`src/rtl/button_conditioner.sv`:
```
`default_nettype none
// ============================================================================
// Module   : button_conditioner
// Brief    : Per-button 2-flop synchronizer, debounce FSM and one-cycle
//            press / release / long-press event strobes.
//            Optional long-press detection: BUTTON_CONDITIONER_LONG_PRESS_EN
// Revision : 1.0 - initial release
// ============================================================================
module button_conditioner #(
  parameter int N_BUTTONS         = 4,
  parameter int ACTIVE_LOW        = 1,
  parameter int DEBOUNCE_CYCLES   = 500_000,
  parameter int LONG_PRESS_CYCLES = 50_000_000
) (
  input  logic                 sys_clk_50m,
  input  logic                 sys_rst_n,
  input  logic [N_BUTTONS-1:0] buttons_in,
  output logic [N_BUTTONS-1:0] pressed,
  output logic [N_BUTTONS-1:0] press_pulse,
  output logic [N_BUTTONS-1:0] release_pulse,
  output logic [N_BUTTONS-1:0] long_press_pulse
);

  localparam int CNT_W = $clog2(DEBOUNCE_CYCLES + 1);
  localparam logic [CNT_W-1:0] C_DEB = CNT_W'(DEBOUNCE_CYCLES);
  localparam logic [CNT_W-1:0] C_CNT_ONE = CNT_W'(1);

  // Raw level that means "released", loaded into the synchronizer on reset
  localparam logic [N_BUTTONS-1:0] C_SYNC_RST = {N_BUTTONS{(ACTIVE_LOW != 0)}};

  localparam logic [1:0] ST_RELEASED     = 2'd0;
  localparam logic [1:0] ST_PRESS_WAIT   = 2'd1;
  localparam logic [1:0] ST_PRESSED      = 2'd2;
  localparam logic [1:0] ST_RELEASE_WAIT = 2'd3;

  // Elaboration-time sanity checks on the timing parameters
  if (DEBOUNCE_CYCLES < 1) begin : g_bad_debounce
    $error("DEBOUNCE_CYCLES must be >= 1");
  end
  if (LONG_PRESS_CYCLES < 1) begin : g_bad_long_press
    $error("LONG_PRESS_CYCLES must be >= 1");
  end

  logic [N_BUTTONS-1:0] sync1_q, sync1_d;
  logic [N_BUTTONS-1:0] sync2_q, sync2_d;
  logic [N_BUTTONS-1:0] sync_pressed;

  // Synchronizer next values and polarity normalisation (1 = pressed)
  always_comb begin
    sync1_d      = buttons_in;
    sync2_d      = sync1_q;
    sync_pressed = (ACTIVE_LOW != 0) ? ~sync2_q : sync2_q;
  end

  // Two-flop synchronizer register
  always_ff @(posedge sys_clk_50m or negedge sys_rst_n) begin
    if (!sys_rst_n) begin
      sync1_q <= C_SYNC_RST;
      sync2_q <= C_SYNC_RST;
    end else begin
      sync1_q <= sync1_d;
      sync2_q <= sync2_d;
    end
  end

  for (genvar i = 0; i < N_BUTTONS; i++) begin : g_ch
    logic [1:0]       state_q, state_d;
    logic [CNT_W-1:0] cnt_q, cnt_d;
    logic             pressed_q, pressed_d;
    logic             press_pulse_q, press_pulse_d;
    logic             release_pulse_q, release_pulse_d;

    // State register: FSM state, debounce counter and registered outputs
    always_ff @(posedge sys_clk_50m or negedge sys_rst_n) begin
      if (!sys_rst_n) begin
        state_q         <= ST_RELEASED;
        cnt_q           <= '0;
        pressed_q       <= 1'b0;
        press_pulse_q   <= 1'b0;
        release_pulse_q <= 1'b0;
      end else begin
        state_q         <= state_d;
        cnt_q           <= cnt_d;
        pressed_q       <= pressed_d;
        press_pulse_q   <= press_pulse_d;
        release_pulse_q <= release_pulse_d;
      end
    end

    // Next-state logic: a new level must hold for DEBOUNCE_CYCLES samples
    always_comb begin
      state_d = state_q;
      cnt_d   = cnt_q;
      case (state_q)
        ST_RELEASED: begin
          if (sync_pressed[i]) begin
            state_d = ST_PRESS_WAIT;
            cnt_d   = C_CNT_ONE;
          end
        end
        ST_PRESS_WAIT: begin
          if (!sync_pressed[i]) begin
            state_d = ST_RELEASED;
            cnt_d   = '0;
          end else if (cnt_q == C_DEB) begin
            state_d = ST_PRESSED;
            cnt_d   = '0;
          end else begin
            cnt_d = cnt_q + C_CNT_ONE;
          end
        end
        ST_PRESSED: begin
          if (!sync_pressed[i]) begin
            state_d = ST_RELEASE_WAIT;
            cnt_d   = C_CNT_ONE;
          end
        end
        ST_RELEASE_WAIT: begin
          if (sync_pressed[i]) begin
            state_d = ST_PRESSED;
            cnt_d   = '0;
          end else if (cnt_q == C_DEB) begin
            state_d = ST_RELEASED;
            cnt_d   = '0;
          end else begin
            cnt_d = cnt_q + C_CNT_ONE;
          end
        end
        default: begin
          state_d = ST_RELEASED;
          cnt_d   = '0;
        end
      endcase
    end

    // Output logic: level follows the accepted state, strobes mark acceptance
    always_comb begin
      pressed_d       = (state_d == ST_PRESSED) || (state_d == ST_RELEASE_WAIT);
      press_pulse_d   = (state_q == ST_PRESS_WAIT) && (state_d == ST_PRESSED);
      release_pulse_d = (state_q == ST_RELEASE_WAIT) && (state_d == ST_RELEASED);
    end

    assign pressed[i]       = pressed_q;
    assign press_pulse[i]   = press_pulse_q;
    assign release_pulse[i] = release_pulse_q;

`ifdef BUTTON_CONDITIONER_LONG_PRESS_EN
    localparam int HOLD_W = $clog2(LONG_PRESS_CYCLES + 1);
    localparam logic [HOLD_W-1:0] C_LONG = HOLD_W'(LONG_PRESS_CYCLES);
    localparam logic [HOLD_W-1:0] C_HOLD_ONE = HOLD_W'(1);

    logic [HOLD_W-1:0] hold_q, hold_d;
    logic              long_pulse_q, long_pulse_d;

    // Hold timer: runs while held, saturates at the threshold so the strobe
    // fires once; a rejected release bounce keeps the accumulated hold time
    always_comb begin
      hold_d       = hold_q;
      long_pulse_d = 1'b0;
      if ((state_q == ST_PRESS_WAIT) && (state_d == ST_PRESSED)) begin
        hold_d = '0;
      end else if (state_d == ST_RELEASED) begin
        hold_d = '0;
      end else if (((state_q == ST_PRESSED) || (state_q == ST_RELEASE_WAIT)) &&
                   (hold_q != C_LONG)) begin
        hold_d       = hold_q + C_HOLD_ONE;
        long_pulse_d = (hold_d == C_LONG);
      end
    end

    // Hold timer and long-press strobe register
    always_ff @(posedge sys_clk_50m or negedge sys_rst_n) begin
      if (!sys_rst_n) begin
        hold_q       <= '0;
        long_pulse_q <= 1'b0;
      end else begin
        hold_q       <= hold_d;
        long_pulse_q <= long_pulse_d;
      end
    end

    assign long_press_pulse[i] = long_pulse_q;
`else
    assign long_press_pulse[i] = 1'b0;
`endif
  end

endmodule
`default_nettype wire

```
`config.mk`:
```
export PLATFORM = sky130hd
export DESIGN_NAME = button_conditioner
export DESIGN_NICKNAME = d
export VERILOG_FILES = /design/src/rtl/button_conditioner.sv
export SDC_FILE = /design/constraint.sdc
export NUM_CORES = 1
export LEC_CHECK = 0
export ABC_AREA = 0
export BUFFER_PORTS_ARGS = -buffer_cell sky130_fd_sc_hd__buf_2
export CORE_UTILIZATION = 40
export DETAILED_ROUTE_END_ITERATION = 6
export GPL_ROUTABILITY_DRIVEN = 0
export PLACE_DENSITY = 0.68
export SLEW_MARGIN = 20
export SYNTH_ARGS = -nofsm -noshare
export SYNTH_HDL_FRONTEND = slang
export SYNTH_SLANG_ARGS = --single-unit
export TNS_END_PERCENT = 10
```
`constraint.sdc`:
```
create_clock -name sys_clk_50m -period 2.3 [get_ports sys_clk_50m]
set_clock_uncertainty 0.05 [all_clocks]
set_input_delay 0.23 -clock sys_clk_50m [delete_from_list [all_inputs] [get_ports sys_clk_50m]]
set_output_delay 0.23 -clock sys_clk_50m [all_outputs]
set_load 0.02 [all_outputs]
```
# Yosys cells after proc, flatten, opt, wreduce, memory -nomap -nowiden
# Index checks and enable logic that the tools add are counted.
[word_totals]
out_inout_bits = 16
elab_cells = 135
register_bits = 104
[classes]
reduce_logical = 24
n_addsub = 4
bitwise = 1
n_eq_ne = 32
n_mux = 52
[ops]
columns = ["op", "n"]
rows = [
  ["2-to-1 mux 19 bit", 20],
  ["one-hot mux 19 bit (4 select lines)", 4],
  ["adder 19 x 1 -> 19 bit, second input constant", 4],
  ["equality test 19 bit, second input constant", 4],
  ["2-to-1 mux 2 bit", 24],
  ["equality test 2 bit, second input constant", 16],
  ["one-hot mux 2 bit (4 select lines)", 4],
  ["logical NOT 2 bit", 8],
  ["inequality test 2 bit, second input constant", 8],
  ["equality test 2 x 1 -> 1 bit, second input constant", 4],
  ["logical AND 1 bit", 8],
  ["AND reduction 2 bit", 4],
  ["logical OR 1 bit", 4],
  ["inverter 4 bit", 1],
]

# Depth between registers and ports, before layout
# Gate-level depths: netlist of run 1.
[logic_depth]
ltp_word = 6
depth_mapped = 9
ltp_nobuf = 7

# Worst setup path after synthesis of run 1
# OpenSTA, ideal clock, no wires.
[synth_timing]
path_type = "reg-to-reg"
start = "reg g_ch[3].cnt_q[0]"
end = "reg g_ch[3].cnt_q[18]"
path_stages_with_launch = 7
path_slack_ps = 349
period_less_slack_ps = 1951
t_arrival_ps = 1818
n_path_buf = 0
path_cell_list = "dfrtp_1 -> ha_1 -> nand3_2 -> or3_1 -> or3b_1 -> or3_1 -> o21ai_0"
[synth_via]
elab_chain_len = 4
elab_cells_between_ends = 6
classes_between = "1 x add/sub; 1 x eq/ne; 4 x mux"
[synth_rtl]
columns = ["item", "line", "source"]
rows = [
  ["from (decl)", "68", "logic [CNT_W-1:0] cnt_q, cnt_d;"],
  ["from (signal assigned)", "83", "cnt_q <= cnt_d;"],
  ["adder 19 x 1 -> 19 bit or equality test 19 bit (tied branches)", "-", ""],
  ["2-to-1 mux 19 bit (*)", "105, 122", ""],
  ["2-to-1 mux 19 bit, on equally long branches", "119, 102", ""],
  ["one-hot mux 19 bit (4 select lines) (*)", "94", "case (state_q)"],
]
# Mark *: on every way between the ends. The rest lies on a longest branch, timed or not.
# A chain may end at the register's enable or synchronous reset.

# Final worst setup path of run 1
# Ends and elaborated chain as after synthesis.

==> summary.md, run 1 <==
| Metric | Value |
|---|---|
| Total grt overflow | `0` |
| Crit path capture type | `register` |
| Clock power frac | `38.5%` |
| CTS tree | `built` |
| Outcome | `complete, no violations` |
| Synth Area per Inst | `9.36 um2` |
| Warnings, synthesis | `0` |
| CP max FO | `6` |
| Share of cells above drive strength 1 | `13.1%` |
| FFs w/ async S/R, synth | `100%` |
| Post-synthesis sequential area ratio | `48.3%` |
| WS Path Type | `reg -> reg` |
| CTS root buffer | `clkbuf_16` |
| Dpl ws | `-0.131 ns` |
| Hold Startpoint | `sync1_q[1]$_DFF_PN1_` |
| Via/cell ratio | `5.67` |
| Worst path cell trace | `ha_1 -> nand3_2 -> or3_1 -> or3b_1 -> or3_1 -> o21ai_0` |
| Seq pwr share | `53.5%` |
| Sw Share | `24.6%` |
| Post-layout min period | `2.13 ns` |
| Vias in the first global route | `4154` |
| Clock-pin slew of the registers on the worst-case setup and hold paths | `0.07 ns` |
| Port buffer count | `17` |
| CP max stage delay | `0.43 ns` |
| Crit share post-route | `92.6%` |
| Worst slew margin | `52.4%` |
| Cell leakage power | `2.54 nW` |
| Initial antenna violation count | `0` |
| Mapped Area | `5350 um2` |
| Final setup violating endpoints | `0` |
| H-tree levels | `3` |
| Initial core utilization | `41.7%` |
| Drt total wl | `11.2 mm` |
| Worst-margin pin slew | `0.714 ns` |
| Pwr per Cell Area | `622 nW/um2` |
| Mapped Cells | `572` |
| DRT iter0 DRCs | `335` |
| Peak supply drop | `402 uV` |
| Die ar. | `13900 um2` |
| Post-route setup slack | `0.171 ns` |
| RSZ-0062 raised after global routing | `false` |
| CP bufs+invs | `0` |
| Critical path data required time | `2.51 ns` |
| Worst setup SP type | `register` |
| Count of final hold-check violations | `0` |
| Fill count | `1220` |
| Die height | `118 um` |
| Io pins | `22` |
| Wire per inst | `14.6 um` |
| Crit path max-delay cell type | `dfrtp_1` |
| Post-synth cell types | `52` |
| CP top delay family | `simple AND/OR/NAND/NOR gates` |
| Worst r2r src | `g_ch[3].cnt_q[0]$_DFFE_PN0P_` |
| Final #Nets | `605` |
| Num CTS Buffers | `9` |
| FP Rows | `41` |
| Die X | `118 um` |
| Synth Register Bits | `103` |
| Layout area overhead | `11.2%` |
| Drt pass-1 iters | `5` |
| Slew Limit Fails | `0` |
| Design Power | `3.70 mW` |
| Antenna Nets Post-Route | `0` |
| Global-route wire length before repair | `19.4 mm` |
| Hpwl dp | `7.69 mm` |
| Worst Setup SP | `g_ch[3].cnt_q[0]$_DFFE_PN0P_` |
| Logic gate share of total power | `7.9%` |
| GRT Total Usage | `16.9%` |
| Worst skew pair latency | `0.34 ns` |
| Main synth FF type | `dfrtp_1` |
| Critical path's most frequent cell | `or3_1` |
| Max clock buf depth | `2` |
| Hold Path Class | `reg -> reg` |
| DRC errors left | `0` |
| Vias | `4352` |
| Max-cap violations | `0` |
| Internal power | `2.79 mW` |
| Core area | `12800 um2` |
| # diodes | `0` |
| Clock sink total | `103` |
| Largest net degree at the start of global routing | `37` |
| NetSw | `0.912 mW` |
| Post-synth EDFFs | `0` |
| Max Clk Rate | `470 MHz` |
| Worst endpoint data arrival time | `2.34 ns` |
registers in the layout, indices dropped and copies added, names as in the netlist:
register / flops
g_ch.cnt_q: 76
g_ch.state_q: 7
g_ch.press_pulse_q: 4
g_ch.pressed_q: 4
g_ch.release_pulse_q: 4
sync1_q: 4
sync2_q: 4
cell usage after synthesis (4+ instances only):
library cell	count	share of area [%]
dfrtp_1	95	44
nand2_1	66	4.6
a31oi_1	45	5.3
nand3_1	45	4.2
a21oi_1	34	3.2
o21ai_0	29	2.7
nor2_1	25	1.8
nand4_1	17	2.0
buf_4	16	2.2
inv_1	16	1.1
and3_1	15	1.8
nor3_1	13	1.2
nand2b_1	11	1.3
a22o_1	10	1.6
a41oi_1	10	1.6
clkbuf_1	10	0.70
xnor2_1	10	1.6
buf_2	9	0.84
a21o_1	8	1.1
dfstp_2	8	3.9
ha_1	8	1.9
mux2i_1	6	1.1
or2_2	6	0.70
nor4_1	5	0.58
and3_2	4	0.56
and4_1	4	0.65
nor4b_1	4	0.65
what timing repair did:
item                                    in CTS  in global routing
endpoints found under the hold margin       33                  0
hold buffers                                 5                  0
resized for setup                            1                  0
endpoints found under the setup margin      12                  1
gates cloned                                 0                  1
buffers inserted                             0                  0
logic make-up (layout without fill, tap and decap cells):
family,after synthesis,in the layout,share of synthesized area (%)
compound gates,147,148,17.3
xor+xnor,12,12,1.96
fa+ha+maj,8,8,1.87
buf+inv,55,75,5.47
flops,103,103,48.3
mux,6,6,1.12
other cells,1,4,0.0700
simple gates,240,240,23.9
path summary, 6_finish.rpt:
| path | to | slack (ns) | depth (start not counted) |
|---|---|---|---|
| max in group asynchronous | sync1_q[0]$_DFF_PN1_ | 1.11 | 3 |
| min | sync2_q[1]$_DFF_PN1_ | 0.31 | 0 |
| max | g_ch[3].cnt_q[18]$_DFFE_PN0P_ | 0.17 | 6 |
| min in group asynchronous | g_ch[1].cnt_q[17]$_DFFE_PN0P_ | 0.34 | 2 |
| min reg2reg | sync2_q[1]$_DFF_PN1_ | 0.31 | 0 |
| max reg2reg | g_ch[3].cnt_q[18]$_DFFE_PN0P_ | 0.17 | 6 |
power by group through the flow:
stage	Combinational [mW]	Sequential, mW	Clock, mW
2_1_floorplan	0.196	1.99	0
3_3_place_gp	0.276	2.01	0
5_1_grt	0.337	2.00	1.53
3_5_place_dp	0.286	2.01	0
6_report	0.294	1.98	1.43
4_1_cts	0.297	1.98	1.46
layout make-up:
type / count / area, um2 / share of cell area, %
clock inverters: 2 / 15.0 / 0.252
well taps: 172 / 215 / 3.61
inverters: 16 / 60.1 / 1.01
multi-input cells: 418 / 2500 / 42.1
repair buffers: 43 / 308 / 5.17
flip-flops and latches: 103 / 2590 / 43.5
clock buffers: 14 / 264 / 4.43
layer usage:
layer | vias to the layer above | global-route usage, % | wire length, um
li1 | 2135 | - | -
met1 | 2112 | 22.4 | 5310
met2 | 98 | 27.7 | 5370
met3 | 7 | 3.49 | 411
met4 | 0 | 5.05 | 120
met5 | - | 0 | 0
metrics by stage:
step | instances | area (um2) | TNS, ns | hold slack [ns] | util (%)
2_1_floorplan | 575 | 5370 | 0 | -0.116 | -
3_3_place_gp | 746 | 5610 | -0.0142 | 0.156 | 43.7
3_5_place_dp | 746 | 5610 | -0.785 | 0.165 | 43.7
4_1_cts | 767 | 5950 | 0 | 0.308 | 46.4
5_1_grt | 768 | 5950 | 0 | 0.313 | 46.4
6_report | 768 | 5950 | 0 | 0.308 | 46.4
placed cells by master, fill, tap and decap left out, types with 4 or more instances in the layout:
cell           synthesis  routed
dlygate4sd3_1          0       5
nand2b_1              11      11
dfrtp_1               95      95
nor4_1                 5       5
conb_1                 1       4
buf_2                  9      16
nand3_1               45      45
or2_2                  6       6
dfstp_2                8       8
clkbuf_16              0       9
xnor2_1               10      10
a31oi_1               45      45
nand2_1               66      66
nand4_1               17      17
a22o_1                10      10
ha_1                   8       8
and4_1                 4       4
nor2_1                25      25
nor3_1                13      13
buf_4                 16      21
mux2i_1                6       6
a41oi_1               10      10
a21oi_1               34      33
and3_1                15      15
a21o_1                 8       8
inv_1                 16      16
nor4b_1                4       4
o21ai_0               29      29
and3_2                 4       4
Power figures use the tool's default switching activity.
==> run 2, diff against run 1 <==
- SLEW_MARGIN: 20 -> default
- clock period: 2.3 -> 2.42 ns (I/O delays scaled with it)
==> run 2 against run 1 <==
Fmax down 4.3%. Power decreased by 3.0%. Global-route usage decreased by 0.27 points. Cell count shrank 1.0%. Critical path depth grew 2. Via count fell by 0.39%. Wire length decreased by 2.4%. Die area is the same. Non-clock buffer count fell by 7. Combinational power is 9.2% lower. Sequential share of layout area rose by 0.41 points. Clock power barely moved. Largest cell class unchanged. Highest routed layer unchanged.
==> summary.md, run 2 (synthesis gave the netlist of run 1 again) <==
| Metric | Value |
|---|---|
| WS Path Type | `reg -> reg` |
| Core area | `12800 um2 (unchanged)` |
| Peak supply drop | `424 uV (+5.4%)` |
| Final Util | `46.0% (-0.44 points)` |
| CTS tree | `built` |
| Initial antenna violation count | `0 (unchanged)` |
| Wire per inst | `14.4 um (-1.4%)` |
| Port buffer count | `17 (unchanged)` |
| Final setup violating endpoints | `0 (unchanged)` |
| Worst Setup SP | `g_ch[3].cnt_q[0]$_DFFE_PN0P_` |
| Post-layout min period | `2.22 ns (+0.0958 ns)` |
| Drt total wl | `10.9 mm (-2.4%)` |
| Clock-pin slew of the registers on the worst-case setup and hold paths | `0.07 ns (about the same)` |
| Max Clk Rate | `449 MHz (-4.3%)` |
| # diodes | `0 (unchanged)` |
| Final #Nets | `597 (-1.3%)` |
| Worst path cell trace | `inv_1 -> ha_1 -> nor4bb_1 -> nand2_1 -> o311a_1 -> buf_4 -> a41oi_1 -> a31oi_1` |
| R2R Path End | `g_ch[3].cnt_q[15]$_DFFE_PN0P_` |
| Num CTS Buffers | `9 (unchanged)` |
| Vias | `4335 (-0.39%)` |
| Flop2flop setup slack | `0.20 ns (+0.02 ns)` |
| GRT Total Usage | `16.6% (-0.27 points)` |
| Max reg flops | `76 (unchanged)` |
| Initial core utilization | `41.7% (unchanged)` |
| Critical path data required time | `2.59 ns (+0.08 ns)` |
| Die ar. | `13900 um2 (unchanged)` |
| H-tree levels | `3 (unchanged)` |
| Count of final hold-check violations | `0 (unchanged)` |
| Clock sink total | `103 (unchanged)` |
| Worst skew pair latency | `0.35 ns (about the same)` |
| Layout area overhead | `10.2%` |
| Worst endpoint data arrival time | `2.40 ns (+0.06 ns)` |
| CP max FO | `16 (+10)` |
| Setup TNS | `0 ns (unchanged)` |
| DRT iter0 DRCs | `313 (-6.6%)` |
| Max clock buf depth | `2 (unchanged)` |
| Hold Path Class | `reg -> reg` |
| Most frequent cells in the layout | `95 x dfrtp_1, 66 x nand2_1, 45 x nand3_1, 45 x a31oi_1, 33 x a21oi_1` |
| Io pins | `22 (unchanged)` |
| Share of cells above drive strength 1 | `11.9% (-1.2 points)` |
| Top reg by flops | `g_ch.cnt_q` |
| DRC errors left | `0 (unchanged)` |
| Worst r2r src | `g_ch[3].cnt_q[0]$_DFFE_PN0P_` |
| Crit share post-route | `91.9% (-0.63 points)` |
| Slew Limit Fails | `0 (unchanged)` |
| Outcome | `complete, no violations` |
| R2r worst-path depth | `8 (+2)` |
| Setup bufs post-CTS | `0 (unchanged)` |
| Worst slew margin | `48.8% (-3.6 points)` |
| Worst-margin pin slew | `0.767 ns (+0.0528 ns)` |
| Worst setup SP type | `register` |
| Crit path max-delay cell type | `o311a_1` |
| Crit path capture type | `register` |
| Vias in the first global route | `4042 (-2.7%)` |
| Hpwl dp | `7.35 mm (-4.4%)` |
| Drt pass-1 iters | `6 (+1)` |
| Total grt overflow | `0 (unchanged)` |
| Fill count | `1227 (+0.57%)` |
| CP max stage delay | `0.48 ns (+0.05 ns)` |
| Commonest non-fill, non-tap cell in the layout | `dfrtp_1` |
| Post-route setup slack | `0.195 ns (+0.0242 ns)` |
| RSZ-0062 raised after global routing | `false` |
| Via/cell ratio | `5.70 (+0.66%)` |
| Dpl ws | `0.0435 ns (+0.174 ns)` |
| Antenna Nets Post-Route | `0 (unchanged)` |
| Die height | `118 um (unchanged)` |
| Cell leakage power | `2.51 nW (-1.1%)` |
| Worst Setup EP | `g_ch[3].cnt_q[15]$_DFFE_PN0P_` |
| FP Rows | `41 (unchanged)` |
| Die X | `118 um (unchanged)` |
| Max-cap violations | `0 (unchanged)` |
| Top Registers | `g_ch.cnt_q x76, g_ch.state_q x7` |
| CTS root buffer | `clkbuf_16` |
| Pwr per Cell Area | `609 nW/um2 (-2.1%)` |
| Global-route wire length before repair | `18.9 mm (-2.4%)` |
| Largest net degree at the start of global routing | `65 (+76%)` |
run 2: layout make-up:
cell class | instances | area (um2) | area share, %
clock buffer | 12 | 236 | 4.01
clock inverter | 4 | 47.5 | 0.806
inverter | 16 | 60.1 | 1.02
tap | 172 | 215 | 3.65
multi-input combinational | 417 | 2500 | 42.3
timing repair buffer | 36 | 255 | 4.33
sequential | 103 | 2590 | 43.9
run 2: worst min path at each step:
stage	cells past startpoint	start	end	slack (ns)
after floorplan	0	sys_rst_n	g_ch[0].cnt_q[0]$_DFFE_PN0P_	-0.10
after global placement	1	sys_rst_n	g_ch[1].cnt_q[11]$_DFFE_PN0P_	0.19
after detailed placement	1	sys_rst_n	g_ch[1].cnt_q[11]$_DFFE_PN0P_	0.19
after CTS	0	sync1_q[1]$_DFF_PN1_	sync2_q[1]$_DFF_PN1_	0.31
after global routing	0	sync1_q[3]$_DFF_PN1_	sync2_q[3]$_DFF_PN1_	0.31
final	0	sync1_q[3]$_DFF_PN1_	sync2_q[3]$_DFF_PN1_	0.31
run 2: repair_timing:
item,CTS,global route
hold buffers,5,0
hold endpoints to repair,34,0
gates resized for setup,0,1
endpoints found under the setup margin,0,17
run 2: worst max-delay path: cells and delay by family, from the launching register on:
| kind | cells | cell delay [ns] |
|---|---|---|
| flip-flops | 1 | 0.43 |
| adder cells (fa/ha/maj) | 1 | 0.13 |
| buffers and inverters | 2 | 0.35 |
| AO/OA/AOI/OAI | 3 | 0.74 |
| AND/OR/NAND/NOR | 2 | 0.40 |
run 2: routing by layer:
metal / global-route usage [%] / wire length, um / up-vias
met1: 21.7 / 5270 / 2126
met2: 27.1 / 5170 / 85
met5: 0 / 0 / -
li1: - / - / 2119
met3: 4.26 / 412 / 5
met4: 4.81 / 90 / 0
run 2: where the power goes:
group / total (mW) / switching [mW] / internal [mW]
clock: 1.44 / 0.640 / 0.801
combinational: 0.267 / 0.167 / 0.0999
sequential: 1.88 / 0.0932 / 1.79
total: 3.59 / 0.900 / 2.69
run 2: through the flow:
stage	cell area [um2]	std cells	power (mW)	hold WS, ns
floorplan	5370	575	2.08	-0.104
global placement	5560	739	2.17	0.186
detailed placement	5560	739	2.18	0.186
CTS	5890	760	3.63	0.314
global route	5900	760	3.77	0.314
finish	5900	760	3.59	0.308
